[src/rtl/tmds_pkg.sv]
// Shared TMDS definitions: period modes, control/guard-band symbols and the TERC4 table.
package tmds_pkg;

   typedef enum logic [2:0] {
      MODE_CTRL     = 3'd0,
      MODE_VID_GB   = 3'd1,
      MODE_VIDEO    = 3'd2,
      MODE_DATA_GB  = 3'd3,
      MODE_DATA_ISL = 3'd4
   } tmds_mode_e;

   localparam logic [9:0] CTRL_SYM_00  = 10'h354;
   localparam logic [9:0] CTRL_SYM_01  = 10'h0AB;
   localparam logic [9:0] CTRL_SYM_10  = 10'h154;
   localparam logic [9:0] CTRL_SYM_11  = 10'h2AB;
   localparam logic [9:0] GB_PATTERN_A = 10'h2CC;
   localparam logic [9:0] GB_PATTERN_B = 10'h133;

   localparam logic [9:0] TERC4_TABLE [16] = '{
      10'h29C, 10'h263, 10'h2E4, 10'h2E2, 10'h171, 10'h11E, 10'h18E, 10'h13C,
      10'h2CC, 10'h139, 10'h19C, 10'h2C6, 10'h28E, 10'h271, 10'h163, 10'h2C3
   };

   // Undefined mode codes 5..7 fold onto CTRL.
   function automatic tmds_mode_e decode_mode(input logic [2:0] raw);
      case (raw)
         3'd1:    return MODE_VID_GB;
         3'd2:    return MODE_VIDEO;
         3'd3:    return MODE_DATA_GB;
         3'd4:    return MODE_DATA_ISL;
         default: return MODE_CTRL;
      endcase
   endfunction

   function automatic logic [3:0] ones8(input logic [7:0] v);
      logic [3:0] n;
      n = '0;
      for (int i = 0; i < 8; i++) n = n + {3'b000, v[i]};
      return n;
   endfunction

   function automatic logic [9:0] ctrl_symbol(input logic [1:0] c);
      case (c)
         2'b00:   return CTRL_SYM_00;
         2'b01:   return CTRL_SYM_01;
         2'b10:   return CTRL_SYM_10;
         default: return CTRL_SYM_11;
      endcase
   endfunction

   function automatic logic [9:0] terc4_symbol(input logic [3:0] t);
      return TERC4_TABLE[t];
   endfunction

endpackage

[src/rtl/tmds_lane.sv]
// One TMDS lane: stage 1 transition-minimises the byte, stage 2 picks the
// period symbol and tracks running disparity. TERC4 periods need TMDS_TERC4_EN.
module tmds_lane
   import tmds_pkg::*;
#(
   parameter bit GB_USE_B = 1'b0,
   parameter bit IS_LANE0 = 1'b0
) (
   input  logic              clk,
   input  logic              rst_n,
   input  logic [2:0]        mode,
   input  logic [7:0]        vid_data,
   input  logic [1:0]        ctrl,
   input  logic [3:0]        terc4,
   output logic [9:0]        q,
   output logic signed [4:0] disp
);

   tmds_mode_e        mode_s1;
   logic [8:0]        q_m_s1;
   logic [1:0]        ctrl_s1;
   logic [8:0]        q_m_next;
   logic [3:0]        n1_d;
   logic              use_xnor;
   logic              chain;
   logic [3:0]        n1_qm;
   logic signed [4:0] n1_s;
   logic signed [4:0] bal;
   logic signed [4:0] cnt;
   logic signed [4:0] cnt_next;
   logic signed [4:0] video_cnt;
   logic [9:0]        video_sym;
   logic [9:0]        q_next;

`ifdef TMDS_TERC4_EN
   logic [3:0] terc4_s1;
`else
   wire unused_terc4 = ^{terc4, IS_LANE0};
`endif

   always_comb begin
      n1_d     = ones8(vid_data);
      use_xnor = (n1_d > 4'd4) || ((n1_d == 4'd4) && !vid_data[0]);
      chain    = vid_data[0];
      q_m_next = '0;
      q_m_next[0] = chain;
      for (int i = 1; i < 8; i++) begin
         chain       = use_xnor ? ~(chain ^ vid_data[i]) : (chain ^ vid_data[i]);
         q_m_next[i] = chain;
      end
      q_m_next[8] = ~use_xnor;
   end

   always_ff @(posedge clk or negedge rst_n) begin
      if (!rst_n) begin
         mode_s1 <= MODE_CTRL;
         q_m_s1  <= '0;
         ctrl_s1 <= '0;
`ifdef TMDS_TERC4_EN
         terc4_s1 <= '0;
`endif
      end else begin
         mode_s1 <= decode_mode(mode);
         q_m_s1  <= q_m_next;
         ctrl_s1 <= ctrl;
`ifdef TMDS_TERC4_EN
         terc4_s1 <= terc4;
`endif
      end
   end

   // bal is N1-N0 of q_m[7:0]; everything wraps in 5-bit signed arithmetic.
   always_comb begin
      n1_qm = ones8(q_m_s1[7:0]);
      n1_s  = $signed({1'b0, n1_qm});
      bal   = n1_s + n1_s - 5'sd8;
      if ((cnt == 5'sd0) || (n1_qm == 4'd4)) begin
         video_sym = {~q_m_s1[8], q_m_s1[8], q_m_s1[8] ? q_m_s1[7:0] : ~q_m_s1[7:0]};
         video_cnt = q_m_s1[8] ? (cnt + bal) : (cnt - bal);
      end else if (((cnt > 5'sd0) && (n1_qm > 4'd4)) || ((cnt < 5'sd0) && (n1_qm < 4'd4))) begin
         video_sym = {1'b1, q_m_s1[8], ~q_m_s1[7:0]};
         video_cnt = cnt + (q_m_s1[8] ? 5'sd2 : 5'sd0) - bal;
      end else begin
         video_sym = {1'b0, q_m_s1[8], q_m_s1[7:0]};
         video_cnt = cnt - (q_m_s1[8] ? 5'sd0 : 5'sd2) + bal;
      end

      q_next   = ctrl_symbol(ctrl_s1);
      cnt_next = 5'sd0;
      case (mode_s1)
         MODE_VIDEO: begin
            q_next   = video_sym;
            cnt_next = video_cnt;
         end
         MODE_VID_GB:   q_next = GB_USE_B ? GB_PATTERN_B : GB_PATTERN_A;
`ifdef TMDS_TERC4_EN
         MODE_DATA_GB:  q_next = IS_LANE0 ? terc4_symbol(terc4_s1) : GB_PATTERN_B;
         MODE_DATA_ISL: q_next = terc4_symbol(terc4_s1);
`endif
         default:       q_next = ctrl_symbol(ctrl_s1);
      endcase
   end

   always_ff @(posedge clk or negedge rst_n) begin
      if (!rst_n) begin
         q   <= CTRL_SYM_00;
         cnt <= 5'sd0;
      end else begin
         q   <= q_next;
         cnt <= cnt_next;
      end
   end

   assign disp = cnt;

endmodule

[src/rtl/tmds_period_encoder.sv]
// Multi-lane TMDS period encoder with 2-cycle latency.
// Define TMDS_TERC4_EN to enable TERC4 data-island and data guard-band symbols.
module tmds_period_encoder
   import tmds_pkg::*;
#(
   parameter int         NUM_CH            = 3,
   parameter logic [7:0] GB_PATTERN_B_MASK = 8'b0000_0010
) (
   input  logic                  clk,
   input  logic                  rst_n,
   input  logic [2:0]            mode,
   input  logic [NUM_CH*8-1:0]   vid_data,
   input  logic [NUM_CH*2-1:0]   ctrl,
   input  logic [NUM_CH*4-1:0]   terc4,
   output logic [NUM_CH*10-1:0]  q,
   output logic [NUM_CH*5-1:0]   disp
);

   for (genvar i = 0; i < NUM_CH; i++) begin : g_lane
      tmds_lane #(
         .GB_USE_B (GB_PATTERN_B_MASK[i]),
         .IS_LANE0 (i == 0)
      ) u_lane (
         .clk      (clk),
         .rst_n    (rst_n),
         .mode     (mode),
         .vid_data (vid_data[8*i +: 8]),
         .ctrl     (ctrl[2*i +: 2]),
         .terc4    (terc4[4*i +: 4]),
         .q        (q[10*i +: 10]),
         .disp     (disp[5*i +: 5])
      );
   end

endmodule

[config.mk]
export PLATFORM = sky130hd
export DESIGN_NAME = tmds_period_encoder
export DESIGN_NICKNAME = d
export VERILOG_FILES = /design/src/rtl/tmds_pkg.sv /design/src/rtl/tmds_lane.sv /design/src/rtl/tmds_period_encoder.sv
export SDC_FILE = /design/constraint.sdc
export NUM_CORES = 1
export LEC_CHECK = 0
export BUFFER_PORTS_ARGS = -buffer_cell sky130_fd_sc_hd__clkbuf_2
export CAP_MARGIN = 20
export CORE_ASPECT_RATIO = 1.1
export CORE_MARGIN = 4
export CORE_UTILIZATION = 45
export DETAILED_ROUTE_END_ITERATION = 10
export GPL_TIMING_DRIVEN = 0
export PLACE_DENSITY_LB_ADDON = 0.1
export SETUP_SLACK_MARGIN = 0.1
export SLEW_MARGIN = 20
export SYNTH_ARGS = -nofsm -noshare
export SYNTH_HDL_FRONTEND = slang
export SYNTH_SLANG_ARGS = --single-unit
[constraint.sdc]
create_clock -name clk -period 8.12 [get_ports clk]
set_input_delay 0.406 -clock clk [delete_from_list [all_inputs] [get_ports clk]]
set_output_delay 0.406 -clock clk [all_outputs]
set_load 0.01 [all_outputs]
# Yosys cells after proc, flatten, opt, wreduce, memory -nomap -nowiden
# Cells that the tools add are included.
word_totals:
  reg_bits: 81
  latchBits: 0
  ram_bits: 0
  mem_bits_ro: 0
  output_inout_bits: 45
  wordCells: 245
  n_memories: 0
op_classes:
  addsub: 66
  multipliers: 0
  div: 0
  order_cmp: 15
  eq_ne: 18
  shift: 0
  muxes: 55
  bitwise: 51
  n_reduce_logical: 27
op_table:
  columns: ["cell", "count"]
  rows:
  - ["$add A4 B1 Y4", 36]
  - ["$pmux W10 S3", 3]
  - ["$mux W10", 6]
  - ["$mux W5", 12]
  - ["$pmux W10 S2", 3]
  - ["$add A5 B5 Y5", 9]
  - ["$sub A5 B5 Y5", 9]
  - ["$not A1 Y1", 27]
  - ["$eq A4 B3 Y1 const B", 6]
  - ["$gt A4 B3 Y1 const B", 6]
  - ["$mux W8", 3]
  - ["$not A8 Y8", 3]
  - ["$mux W1", 21]
  - ["$xor A1 B1 Y1", 21]
  - ["$add A4 B4 Y5", 3]
  - ["$gt A5 B1 Y1 const B", 3]
  - ["$logic_not A5 Y1", 3]
  - ["$lt A5 B1 Y1 const B", 3]
  - ["$sub A5 B5 Y5 const B", 3]
  - ["$add A1 B1 Y2", 6]
  - ["$lt A4 B3 Y1 const B", 3]
  - ["$mux W2", 6]
  - ["$pmux W3 S4", 1]
  - ["$eq A3 B2 Y1 const B", 3]
  - ["other kinds (8)", 33]

# Longest topological paths before layout
depth:
  depth_word: 29
  depth_mapped: 16
  mapped_depth_nobuf: 16

# By module
# Synthesis repeated with hierarchy kept, for this count alone.
unflattened:
  hier_cells: 630
  hier_area_um2: 6690.2
by_module_without_submodules:
  columns: ["mod", "n_inst", "cells_per_inst", "area_each_um2", "seq_area_each_um2"]
  rows:
  - ["tmds_lane at g_lane[2].u_lane", 1, 209, 2247.2, 706.9]
  - ["tmds_lane at g_lane[1].u_lane", 1, 209, 2240.9, 706.9]
  - ["tmds_lane at g_lane[0].u_lane", 1, 212, 2202.1, 706.9]

# Worst setup path before layout
# OpenSTA, ideal clock, no wires.
synth_timing:
  path_kind: "reg-to-reg"
  from: "reg g_lane[0].u_lane.q_m_s1[0]"
  to: "reg g_lane[0].u_lane.cnt[2]"
  setup_ns: 0.132
  arrival_ns: 4.004
  t_required_ns: 7.988
  setup_slack_ns: 3.984
  stages_incl_launch_ff: 15
  path_buffers: 0
  period_less_slack_ns: 4.136
  path_cell_list: "dfrtp_1 > ha_1 > inv_1 > fa_1 > fa_1 > fa_1 > fa_1 > xnor2_1 > ha_1 > a21oi_1 > a211oi_1 > a21boi_1 > mux2i_1 > a21oi_1 > nor2_1"
synth_between:
  elab_chain_len: 13
  word_cells_on_any_way: 24
synth_lines:
  columns: ["element", "line", "rtl"]
  rows:
  - ["start: declaration", "tmds_lane.sv:20", "logic [8:0] q_m_s1;"]
  - ["start signal: assignment", "tmds_lane.sv:64", "q_m_s1 <= q_m_next;"]
  - ["$add A1 B1 Y2 (*)", "tmds_pkg.sv:38", "for (int i = 0; i < 8; i++) n = n + {3'b000, v[i]};"]
  - ["$add A4 B1 Y4 (*) (6 in a row)", "tmds_pkg.sv:38", null]
  - ["$add A4 B4 Y5, or another cell as far along", "tmds_lane.sv:76", "bal = n1_s + n1_s - 5'sd8;"]
  - ["$sub A5 B5 Y5 or $logic_and A1 B1 Y1 (tied branches)", "tmds_lane.sv:76, tmds_lane.sv:80", null]
  - ["$add A5 B5 Y5, or another cell as far along", "tmds_lane.sv:85", "video_cnt = cnt - (q_m_s1[8] ? 5'sd0 : 5'sd2) + bal;"]
  - ["$mux W5 (on tied branches)", "tmds_lane.sv:80, tmds_lane.sv:79", null]
  - ["$mux W5 (*)", "tmds_lane.sv:77", "if ((cnt == 5'sd0) || (n1_qm == 4'd4)) begin"]
  - ["$mux W5 (*)", "tmds_lane.sv:90", "case (mode_s1)"]
  - ["net g_lane[0].u_lane.cnt_next[2]", "tmds_lane.sv:30", "logic signed [4:0] cnt_next;"]
  - ["end signal: assignment", "tmds_lane.sv:110", "cnt <= cnt_next;"]
  - ["end: declaration", "tmds_lane.sv:29", "logic signed [4:0] cnt;"]
# Mark *: on every way through the listed nets, which the timed path passes. The rest lies on a longest branch.

# Worst setup path after layout
# Ends and elaborated chain as after synthesis.

==> flow_summary.toml <==
[synth]
netlist_instances = 578
ys_seq_area_share_pct = 32.8
async_flop_share_pct = 100
syn_avg_cell_area_sq_um = 10.4
synth-main-ff-cell = "dfrtp_1"
mappedNetlistArea_sq_mm = 0.00602
synth_seq_cells = 78
yosys.area.top_type = "dfrtp_1"
yosys_warnings = 0
ys_top_cells_by_area = "dfrtp_1, ha_1, fa_1"
synth-edff-count = 0
synthDistinctLibCells = 41
synth.most_common_cell = "inv_1"
synth.top_cell.area_share_pct = 26.2
synth_common_cells = "inv_1, ha_1, xnor2_1"

[clock_tree]
ctsLongestPathBuffers = 2
post_cts_buffers = 0
hold_buffers = 0
clkSinkCount = 78
clkLatencyLatePin_ns = 0.34
cts_made_buffers = 9
cts_tree = "built"
htreeDepth = 3
clockRootBuffer = "clkbuf_16"
cts_resized = 0
path_clk_slew_ns = 0.06

[critical_path]
end_kind = "flip-flop"
worstSetupStartpointType = "flip-flop"
critPathKind = "flip-flop to flip-flop"
required_ns = 8.32
arrival_ns = 4.84
r2r_slack_ns = 3.48
critPathMaxFanout = 6

[drt]
post_drt_wl_per_cell_um = 14.8
wl_um = 12300
firstDrtPassIters = 4
viasPerCell = 4.91
ant_nets = 0
via_count = 4093
drt_first_iter_violations = 94
route.detailed.drc = 0

[timing]
max_freq_mhz = 215
tightest_slew_ns = 0.909
setup_violations = 0
drv_slew = 0
grt_setup_unrepaired = "false"
fin_crit_ns = 4.64
finalCritPeriodShare_pct = 57.1
hold_viol = 0
finClkSkew_ns = 0.00569
relSlewSlack_pct = 39.1
setup_tns_ns = 0

[floorplan]
ioPinCount = 92
rows = 44
initial_utilization_pct = 45.7
die_w_um = 118
die_area_sq_mm = 0.0153
die_y_um = 129
coreArea_sq_mm = 0.0132

[global_routing]
grt_util_met3_pct = 3.93
antenna_found_initial = 0
overflow = 0
grt_max_degree = 46
first_global_vias = 4463
busiest_layer = "met2"
met1_usage_pct = 20.7
grt_pass1_wl_um = 21100
grt_use_met2_pct = 31.6
track_usage_pct = 17.4

[run]
drv_cap = 0

[finish]
nFillCells = 1226
drive_above_1_share_pct = 18.4
final_nets = 829
area_growth_pct = 15.3
diodes = 0

[outcome]
status = "completed"

[placed_design]
hpwlAfterDp_um = 10200
numPortBuffers = 76
globalplace.congestion = 0.817

[hold_path]
hold_class = "primary input to asynchronous set/reset pin"
-- state kept, by name, summed over array words and instances (netlist names) --
name,flops
g_lane.u_lane.mode_s1,3
g_lane.u_lane.q,30
g_lane.u_lane.ctrl_s1,6
g_lane.u_lane.disp,12
g_lane.u_lane.q_m_s1,27
-- path summary, 6_finish.rpt --
kind	startpoint	to	cells after the start
max	g_lane[0].u_lane.q_m_s1[0]	g_lane[0].u_lane.disp[2]	14
min	rst_n	g_lane[1].u_lane.q_m_s1[0]	1
max reg2reg	g_lane[0].u_lane.q_m_s1[0]	g_lane[0].u_lane.disp[2]	14
min reg2reg	g_lane[1].u_lane.q_m_s1[4]	g_lane[1].u_lane.q[4]	2
max in group asynchronous	rst_n	g_lane[2].u_lane.q[2]	2
min in group clk	ctrl[2]	g_lane[1].u_lane.ctrl_s1[0]	1
-- cell type report --
| cell class | count | area (sq um) | share of cell area [%] |
|---|---|---|---|
| multi-input cells | 384 | 3600 | 51.8 |
| clock inverters | 7 | 78.8 | 1.14 |
| well taps | 161 | 201 | 2.90 |
| clock buffers | 9 | 225 | 3.24 |
| inverters | 109 | 409 | 5.90 |
| flip-flops and latches | 78 | 1970 | 28.4 |
| repair buffers | 77 | 410 | 5.91 |
| plain buffers | 9 | 47.5 | 0.685 |
-- metal layers --
metal | wire, um | vias to the layer above
li1 | - | 2024
met1 | 5290 | 1985
met2 | 6290 | 72
met3 | 598 | 12
met4 | 156 | 0
met5 | 0 | -
-- cell usage in the layout (no fill, tap or decap), types with 5 or more instances in the layout --
master and count:
o21ai_1 13, nor3b_1 5, nor2b_1 5, ha_1 75, xor2_1 17, clkbuf_16 9, fa_1 39, a31oi_1 7
o22ai_1 8, a21o_1 15, clkbuf_2 76, inv_1 109, nand2_1 16, a21oi_1 29, dfstp_2 15, nor2_1 18
mux2i_1 6, o21ai_0 27, xnor2_1 75, dfrtp_1 63
-- cell families after synthesis --
kind of cell	synth area share, %
compound gates	11.6
xor+xnor	13.4
fa+ha+maj	28.6
buf+inv	7.59
flops	32.8
mux	1.37
other cells	0.0623
simple gates	4.64
-- metrics by stage --
stage               utilization (%)  std cells  cell area, sq um  hold WS, ns  setup WS, ns
floorplan                         -        580              6020        0.110          3.98
global placement               50.2        817              6610        0.517          3.55
detailed placement             50.4        818              6640        0.431          3.45
CTS                            52.7        834              6940       0.0605          3.45
global route                   52.7        834              6940       0.0869          3.14
finish                         52.7        834              6940       0.0468          3.48
-- worst max-delay path, cell delays in order, from the launching register on --
cell and delay [ns]:
dfrtp_1 0.40, ha_1 0.28, inv_1 0.04, fa_1 0.51
fa_1 0.44, fa_1 0.44, fa_1 0.40, xnor2_1 0.49
ha_1 0.25, and2_1 0.18, a211oi_1 0.10, a21boi_1 0.54
mux2i_1 0.17, a21oi_1 0.19, nor2_1 0.06
Power is left out: the tool's default activity adds up to more than one toggle a clock period on the data nets, which glitch-free logic cannot reach.
